File: config.mk
export PLATFORM = sky130hd
export DESIGN_NAME = multmod_opseq_flat
export DESIGN_NICKNAME = d
export VERILOG_FILES = /design/src/rtl/multmod_opseq_if.sv /design/src/rtl/multmod_opseq.sv /design/src/flat_wrapper.sv
export SDC_FILE = /design/constraint.sdc
export NUM_CORES = 1
export LEC_CHECK = 0
export BUFFER_PORTS_ARGS = -buffer_cell sky130_fd_sc_hd__buf_2
export CAP_MARGIN = 40
export CORE_ASPECT_RATIO = 0.7
export CORE_MARGIN = 1
export CORE_UTILIZATION = 25
export DETAILED_ROUTE_END_ITERATION = 7
export SYNTH_ARGS = -nofsm -noshare
export SYNTH_HDL_FRONTEND = slang
export SYNTH_SLANG_ARGS = --single-unit
File: constraint.sdc
create_clock -name clk -period 2.4 [get_ports clk]
set_clock_uncertainty 0.05 [all_clocks]
set_input_delay 0.12 -clock clk [delete_from_list [all_inputs] [get_ports clk]]
set_output_delay 0.12 -clock clk [all_outputs]
set_load 0.005 [all_outputs]
File: src/rtl/multmod_opseq_if.sv
// Bus bundle between the multmod operand sequencer and its environment:
// the request side (start/dbl/opa/opb/fpuhold), the multiplier side
// (ma*/mb*/romsel/nx_cyc0_rdy out, multout/movf back) and the result side
// (busy/done/prod/flags). dbg_state exposes the sequencer FSM for checkers.
interface multmod_opseq_if;
  logic        fpuhold;
  logic        start;
  logic        dbl;
  logic [52:0] opa;
  logic [52:0] opb;
  logic [31:0] ma1;
  logic [31:0] mb1;
  logic [20:0] ma0;
  logic [20:0] mb0;
  logic [1:0]  romsel;
  logic        nx_cyc0_rdy;
  logic [31:0] multout;
  logic        movf;
  logic        busy;
  logic        done;
  logic [63:0] prod;
  logic        prod_ovf;
  logic        sticky;
  logic [1:0]  dbg_state;

  // Sequencer view.
  modport slave (
    input  fpuhold, start, dbl, opa, opb, multout, movf,
    output ma1, mb1, ma0, mb0, romsel, nx_cyc0_rdy,
           busy, done, prod, prod_ovf, sticky, dbg_state
  );

  // Environment view (FPU control plus multiplier).
  modport master (
    output fpuhold, start, dbl, opa, opb, multout, movf,
    input  ma1, mb1, ma0, mb0, romsel, nx_cyc0_rdy,
           busy, done, prod, prod_ovf, sticky, dbg_state
  );
endinterface

File: src/rtl/multmod_opseq.sv
// multmod_opseq: operand sequencer and result collector for the FPU mantissa
// multiplier. Latches the mantissas on start, issues them over 1 (single) or
// NCYC_DBL (double) cycles, and shifts each multout word into a 64-bit product
// LAT cycles after its issue. fpuhold freezes everything.
// Optional feature macro: MULTMOD_OPSEQ_STICKY_EN (sticky accumulation).
//
// Handshake: start is a level request sampled only in IDLE with fpuhold low;
// it is not queued. busy is high while the operation is in flight, and done
// pulses for one (unheld) cycle with prod/prod_ovf/sticky valid, which then
// hold until the next accepted start clears them.
module multmod_opseq #(
  parameter int LAT      = 2,
  parameter int NCYC_DBL = 4
) (
  input logic            clk,
  input logic            reset_l,
  multmod_opseq_if.slave bus
);

  typedef enum logic [1:0] {
    S_IDLE  = 2'd0,
    S_ISSUE = 2'd1,
    S_DRAIN = 2'd2,
    S_DONE  = 2'd3
  } state_t;

  localparam logic [1:0] NLAST_DBL = 2'(NCYC_DBL - 1);

  state_t         state;
  state_t         state_nx;
  logic [52:0]    opa_q;
  logic [52:0]    opb_q;
  logic           dbl_q;
  logic [1:0]     k_q;
  logic [1:0]     n_last_q;
  logic [LAT-1:0] vpipe;
  logic [63:0]    prod_q;
  logic           ovf_q;
  logic           accept;
  logic           issuing;
  logic           cap;

  assign accept  = (state == S_IDLE) && bus.start && !bus.fpuhold;
  assign issuing = (state == S_ISSUE);
  // A capture is due when the oldest pipe stage holds an issue.
  assign cap     = vpipe[LAT-1];

  // State register.
  always_ff @(posedge clk or negedge reset_l) begin
    if (!reset_l) state <= S_IDLE;
    else          state <= state_nx;
  end

  // Next-state logic; a held cycle keeps the current state.
  always_comb begin
    state_nx = state;
    if (!bus.fpuhold) begin
      case (state)
        S_IDLE:  if (bus.start) state_nx = S_ISSUE;
        S_ISSUE: if (k_q == n_last_q) state_nx = S_DRAIN;
        S_DRAIN: if (vpipe == '0) state_nx = S_DONE;
        S_DONE:  state_nx = S_IDLE;
        default: state_nx = S_IDLE;
      endcase
    end
  end

  // Operand latch and issue index counter.
  always_ff @(posedge clk or negedge reset_l) begin
    if (!reset_l) begin
      opa_q    <= '0;
      opb_q    <= '0;
      dbl_q    <= 1'b0;
      k_q      <= '0;
      n_last_q <= '0;
    end else if (!bus.fpuhold) begin
      if (accept) begin
        opa_q    <= bus.opa;
        opb_q    <= bus.opb;
        dbl_q    <= bus.dbl;
        n_last_q <= bus.dbl ? NLAST_DBL : 2'd0;
        k_q      <= '0;
      end else if (issuing) begin
        k_q <= k_q + 2'd1;
      end
    end
  end

  // Valid pipe: one bit per issue, emerging LAT cycles later.
  always_ff @(posedge clk or negedge reset_l) begin
    if (!reset_l)          vpipe <= '0;
    else if (!bus.fpuhold) vpipe <= LAT'({vpipe, issuing});
  end

  // Product assembly: each capture shifts a word in from the top.
  always_ff @(posedge clk or negedge reset_l) begin
    if (!reset_l) begin
      prod_q <= '0;
      ovf_q  <= 1'b0;
    end else if (!bus.fpuhold) begin
      if (accept) begin
        prod_q <= '0;
        ovf_q  <= 1'b0;
      end else if (cap) begin
        prod_q <= {bus.multout, prod_q[63:32]};
        ovf_q  <= ovf_q | bus.movf;
      end
    end
  end

`ifdef MULTMOD_OPSEQ_STICKY_EN
  logic sticky_q;

  // Sticky collects any nonzero bits pushed out of the low product word.
  always_ff @(posedge clk or negedge reset_l) begin
    if (!reset_l) begin
      sticky_q <= 1'b0;
    end else if (!bus.fpuhold) begin
      if (accept)   sticky_q <= 1'b0;
      else if (cap) sticky_q <= sticky_q | (|prod_q[31:0]);
    end
  end

  assign bus.sticky = sticky_q;
`else
  assign bus.sticky = 1'b0;
`endif

  // Multiplier-facing slices, driven only while issuing.
  always_comb begin
    bus.ma1         = '0;
    bus.ma0         = '0;
    bus.mb1         = '0;
    bus.mb0         = '0;
    bus.romsel      = '0;
    bus.nx_cyc0_rdy = 1'b0;
    if (issuing) begin
      bus.romsel      = k_q;
      bus.nx_cyc0_rdy = (k_q == 2'd0);
      if (dbl_q) begin
        bus.ma1 = opa_q[52:21];
        bus.ma0 = opa_q[20:0];
        bus.mb1 = opb_q[52:21];
        bus.mb0 = opb_q[20:0];
      end else begin
        bus.ma1 = {opa_q[23:0], 8'h00};
        bus.mb1 = {opb_q[23:0], 8'h00};
      end
    end
  end

  assign bus.busy      = (state == S_ISSUE) || (state == S_DRAIN);
  assign bus.done      = (state == S_DONE);
  assign bus.prod      = prod_q;
  assign bus.prod_ovf  = ovf_q;
  assign bus.dbg_state = state;

endmodule

File: src/flat_wrapper.sv
// flat-port wrapper written by rule: the top's interface ports become plain ports
module multmod_opseq_flat 
#(
  parameter int LAT      = 2,
  parameter int NCYC_DBL = 4
)
  (clk, reset_l, bus_fpuhold, bus_start, bus_dbl, bus_opa, bus_opb, bus_multout, bus_movf, bus_ma1, bus_mb1, bus_ma0, bus_mb0, bus_romsel, bus_nx_cyc0_rdy, bus_busy, bus_done, bus_prod, bus_prod_ovf, bus_sticky, bus_dbg_state);
  multmod_opseq_if bus_i ();
  input logic clk;
  input logic reset_l;
  input wire logic [$bits(bus_i.fpuhold)-1:0] bus_fpuhold;
  input wire logic [$bits(bus_i.start)-1:0] bus_start;
  input wire logic [$bits(bus_i.dbl)-1:0] bus_dbl;
  input wire logic [$bits(bus_i.opa)-1:0] bus_opa;
  input wire logic [$bits(bus_i.opb)-1:0] bus_opb;
  input wire logic [$bits(bus_i.multout)-1:0] bus_multout;
  input wire logic [$bits(bus_i.movf)-1:0] bus_movf;
  output wire logic [$bits(bus_i.ma1)-1:0] bus_ma1;
  output wire logic [$bits(bus_i.mb1)-1:0] bus_mb1;
  output wire logic [$bits(bus_i.ma0)-1:0] bus_ma0;
  output wire logic [$bits(bus_i.mb0)-1:0] bus_mb0;
  output wire logic [$bits(bus_i.romsel)-1:0] bus_romsel;
  output wire logic [$bits(bus_i.nx_cyc0_rdy)-1:0] bus_nx_cyc0_rdy;
  output wire logic [$bits(bus_i.busy)-1:0] bus_busy;
  output wire logic [$bits(bus_i.done)-1:0] bus_done;
  output wire logic [$bits(bus_i.prod)-1:0] bus_prod;
  output wire logic [$bits(bus_i.prod_ovf)-1:0] bus_prod_ovf;
  output wire logic [$bits(bus_i.sticky)-1:0] bus_sticky;
  output wire logic [$bits(bus_i.dbg_state)-1:0] bus_dbg_state;
  assign bus_i.fpuhold = bus_fpuhold;
  assign bus_i.start = bus_start;
  assign bus_i.dbl = bus_dbl;
  assign bus_i.opa = bus_opa;
  assign bus_i.opb = bus_opb;
  assign bus_i.multout = bus_multout;
  assign bus_i.movf = bus_movf;
  assign bus_ma1 = bus_i.ma1;
  assign bus_mb1 = bus_i.mb1;
  assign bus_ma0 = bus_i.ma0;
  assign bus_mb0 = bus_i.mb0;
  assign bus_romsel = bus_i.romsel;
  assign bus_nx_cyc0_rdy = bus_i.nx_cyc0_rdy;
  assign bus_busy = bus_i.busy;
  assign bus_done = bus_i.done;
  assign bus_prod = bus_i.prod;
  assign bus_prod_ovf = bus_i.prod_ovf;
  assign bus_sticky = bus_i.sticky;
  assign bus_dbg_state = bus_i.dbg_state;
  multmod_opseq #(.LAT(LAT), .NCYC_DBL(NCYC_DBL)) u_core (.clk(clk), .reset_l(reset_l), .bus(bus_i));
endmodule
==> out/qor.yml <==
synth_top_area_share_pct: 54.1
overflow: 0
rsz0062_at_grt: "false"
drcViolationCount: 0
multiInputGateArea_mm2: 0.00342
crit_fanout: 83
syn-instance-count: 714
die_area_mm2: 0.0337
fin_crit_sh_pct: 86.8
yosysTopAreaCell: "dfrtp_1"
synth_area_mm2: 0.00824
use_met3_pct: 4.17
crit_required_ns: 2.23
cts-root-buf: "clkbuf_16"
maxCapViolations: 0
yosysMostFrequentCell: "dfrtp_1"
final-seq-area_mm2: 0.00446
first_pass_iters: 4
final_nets: 1306
ys_top_cells_by_count: "178 x dfrtp_1, 119 x nand2_1, 82 x mux2_2, 58 x and3_1"
tns_ns: 0
min_period_ns: 2.08
synth_warnings: 0
cp.arrival_ns: 1.91
vias: 6953
nFillCells: 3133
fin_area_mm2: 0.0123
htree_num_levels: 4
grt_pass1_wl_um: 38100
yosysSeqAreaShare_pct: 54.1
drive_gt1_share_pct: 39.2
synth_area_per_cell_um2: 11.5
synth_cell_type_count: 29
ys_ff_latch: 178
synth_compound_area_share_pct: 4.91
peakVddDrop_mv: 0.567
cts_num_sinks: 178
synthFlopType: "dfrtp_1"
portBuffers: 321
drt_iter0_drc: 373
track_usage_pct: 14.4
via_per_inst: 4.35
insertion_delay_ns: 0.44
placed_cell_area_mm2: 0.0103
finalWirelength_um: 23700
dieWidth_um: 219
slew_headroom_pct: 59.0
dpl.hpwl_um: 15500
cts_resized: 0
yosys.area_share.simple_pct: 14.5
hp-class: "in2async"
hold_viol: 0
tightest_slew_ns: 0.614
die_h_um: 154
synthMuxAreaShare_pct: 21.0
synthAdderAreaFrac_pct: 0.912
end_kind: "primary output"
grt_util_met2_pct: 22.9
synth_edf_count: 0
power.density_mw_per_mm2: 1080
p_total_mw: 13.3
post-route-util_pct: 38.0
antenna_found_initial: 1
grt_use_met1_pct: 18.6
syn_nets: 864
r2r_slack_ns: 0.37
initial_utilization_pct: 25.5
start_kind: "register"
synth_top_family_by_area: "multiplexers"
busiest_layer: "met2"
grt_pass1_vias: 7175
ctsHoldBuffers: 142
critPathKind: "reg2out"
leakage_nw: 6.22
clkTransAtPathRegs_ns: 0.08
synth.area.top_cells: "dfrtp_1 54%, mux2_2 11%, mux2i_1 6.0%"
grt_max_degree: 83
ioPinCount: 323
drtAntennaViolNets: 0
place.gp.congestion: 0.755
rows: 55
cts_tree: "done"
cts_setup_buffers: 0
setup_viol_count_final: 0
cts_inserted_buffers: 17
fmax_mhz: 480
clk_path_buf_depth: 2
synthArstFlopShare_pct: 100
wl_per_cell_um: 14.8
synthToLayoutAreaGrowth_pct: 49.1
maxSlewViolCount: 0
core-area_mm2: 0.0323
synth_xor_area_share_pct: 0
outcome: "finished clean"
[stage by stage]
stage                     setup WS, ns  hold WS (ns)  cells
final                            0.317         0.177   1599
after global routing             0.129         0.202   1597
after CTS                        0.250         0.161   1596
after detailed placement         0.377         0.104   1422
after global placement           0.426         0.107   1422
after floorplan                  0.724        -0.226    714
[area by class of cell]
| class | instances | area share, % |
|---|---|---|
| Clock inverter | 15 | 1.30 |
| Timing Repair Buffer | 479 | 26.5 |
| Multi-Input combinational cell | 475 | 27.8 |
| Antenna cell | 3 | 0.0611 |
| Tap cell | 427 | 4.35 |
| Inverter | 5 | 0.153 |
| Clock buffer | 17 | 3.47 |
| Sequential cell | 178 | 36.3 |
[kinds of logic after synthesis]
logic type | Yosys count
AO/OA/AOI/OAI | 71
adder cells (fa/ha/maj) | 6
buffers and inverters | 61
flip-flops | 178
multiplexers | 159
other | 1
AND/OR/NAND/NOR | 238
[layer usage]
| layer | routed length [µm] | vias up |
|---|---|---|
| li1 | - | 3314 |
| met3 | 1300 | 29 |
| met4 | 424 | 0 |
| met2 | 11200 | 196 |
| met5 | 0 | - |
| met1 | 10800 | 3414 |
[state kept, by name, indices dropped and copies added, names as in the netlist]
signal,cells
u_core.bus.prod_ovf,1
u_core.opb_q,53
u_core.bus.prod,64
u_core.k_q,2
u_core.n_last_q,1
u_core.bus.dbg_state,2
u_core.opa_q,53
u_core.vpipe,2
[final timing paths]
kind / from / end / cells after the start
setup / recovery: u_core.bus.dbg_state[1] / bus_ma1[18] / 5
hold / removal: reset_l / u_core.opa_q[25] / 2
setup reg to reg: u_core.bus.dbg_state[0] / u_core.bus.prod[33] / 7
hold reg to reg: u_core.opa_q[39] / u_core.opa_q[39] / 1
max in group asynchronous: reset_l / u_core.opb_q[2] / 3
min in group clk: bus_start / u_core.bus.prod[41] / 5
[placed cells by master, fill, tap and decap left out, drive strengths merged]
master       netlist  routed
diode              0       3
buf               36     336
and2               4       4
a22o               8       8
ha                 6       6
inv                5      15
dlygate4sd3        0     142
conb               1       1
o211ai             1       1
mux2             110     110
a21oi             49      49
nand2            119     119
nor2b             49      49
o21ai             11      11
clkinvlp           0       1
o21bai             2       2
dfrtp            178     178
and3              58      58
clkinv             0       4
mux2i             49      49
and4               1       1
nor2               5       5
clkbuf            20      18
nand2b             2       2
[critical path, stage by stage, from the launching register on]
cell     delay (ns)
dfrtp_1        0.43
inv_1          0.12
ha_2           0.23
buf_12         0.25
nor2b_1        0.24
buf_2          0.14
[power by group]
part           total [mW]  switching, mW  internal, mW
Clock                2.81           1.40          1.40
Sequential           5.29          0.915          4.37
Combinational        5.19           2.45          2.74
Total                13.3           4.77          8.51
(Power assumes the default switching activity.)
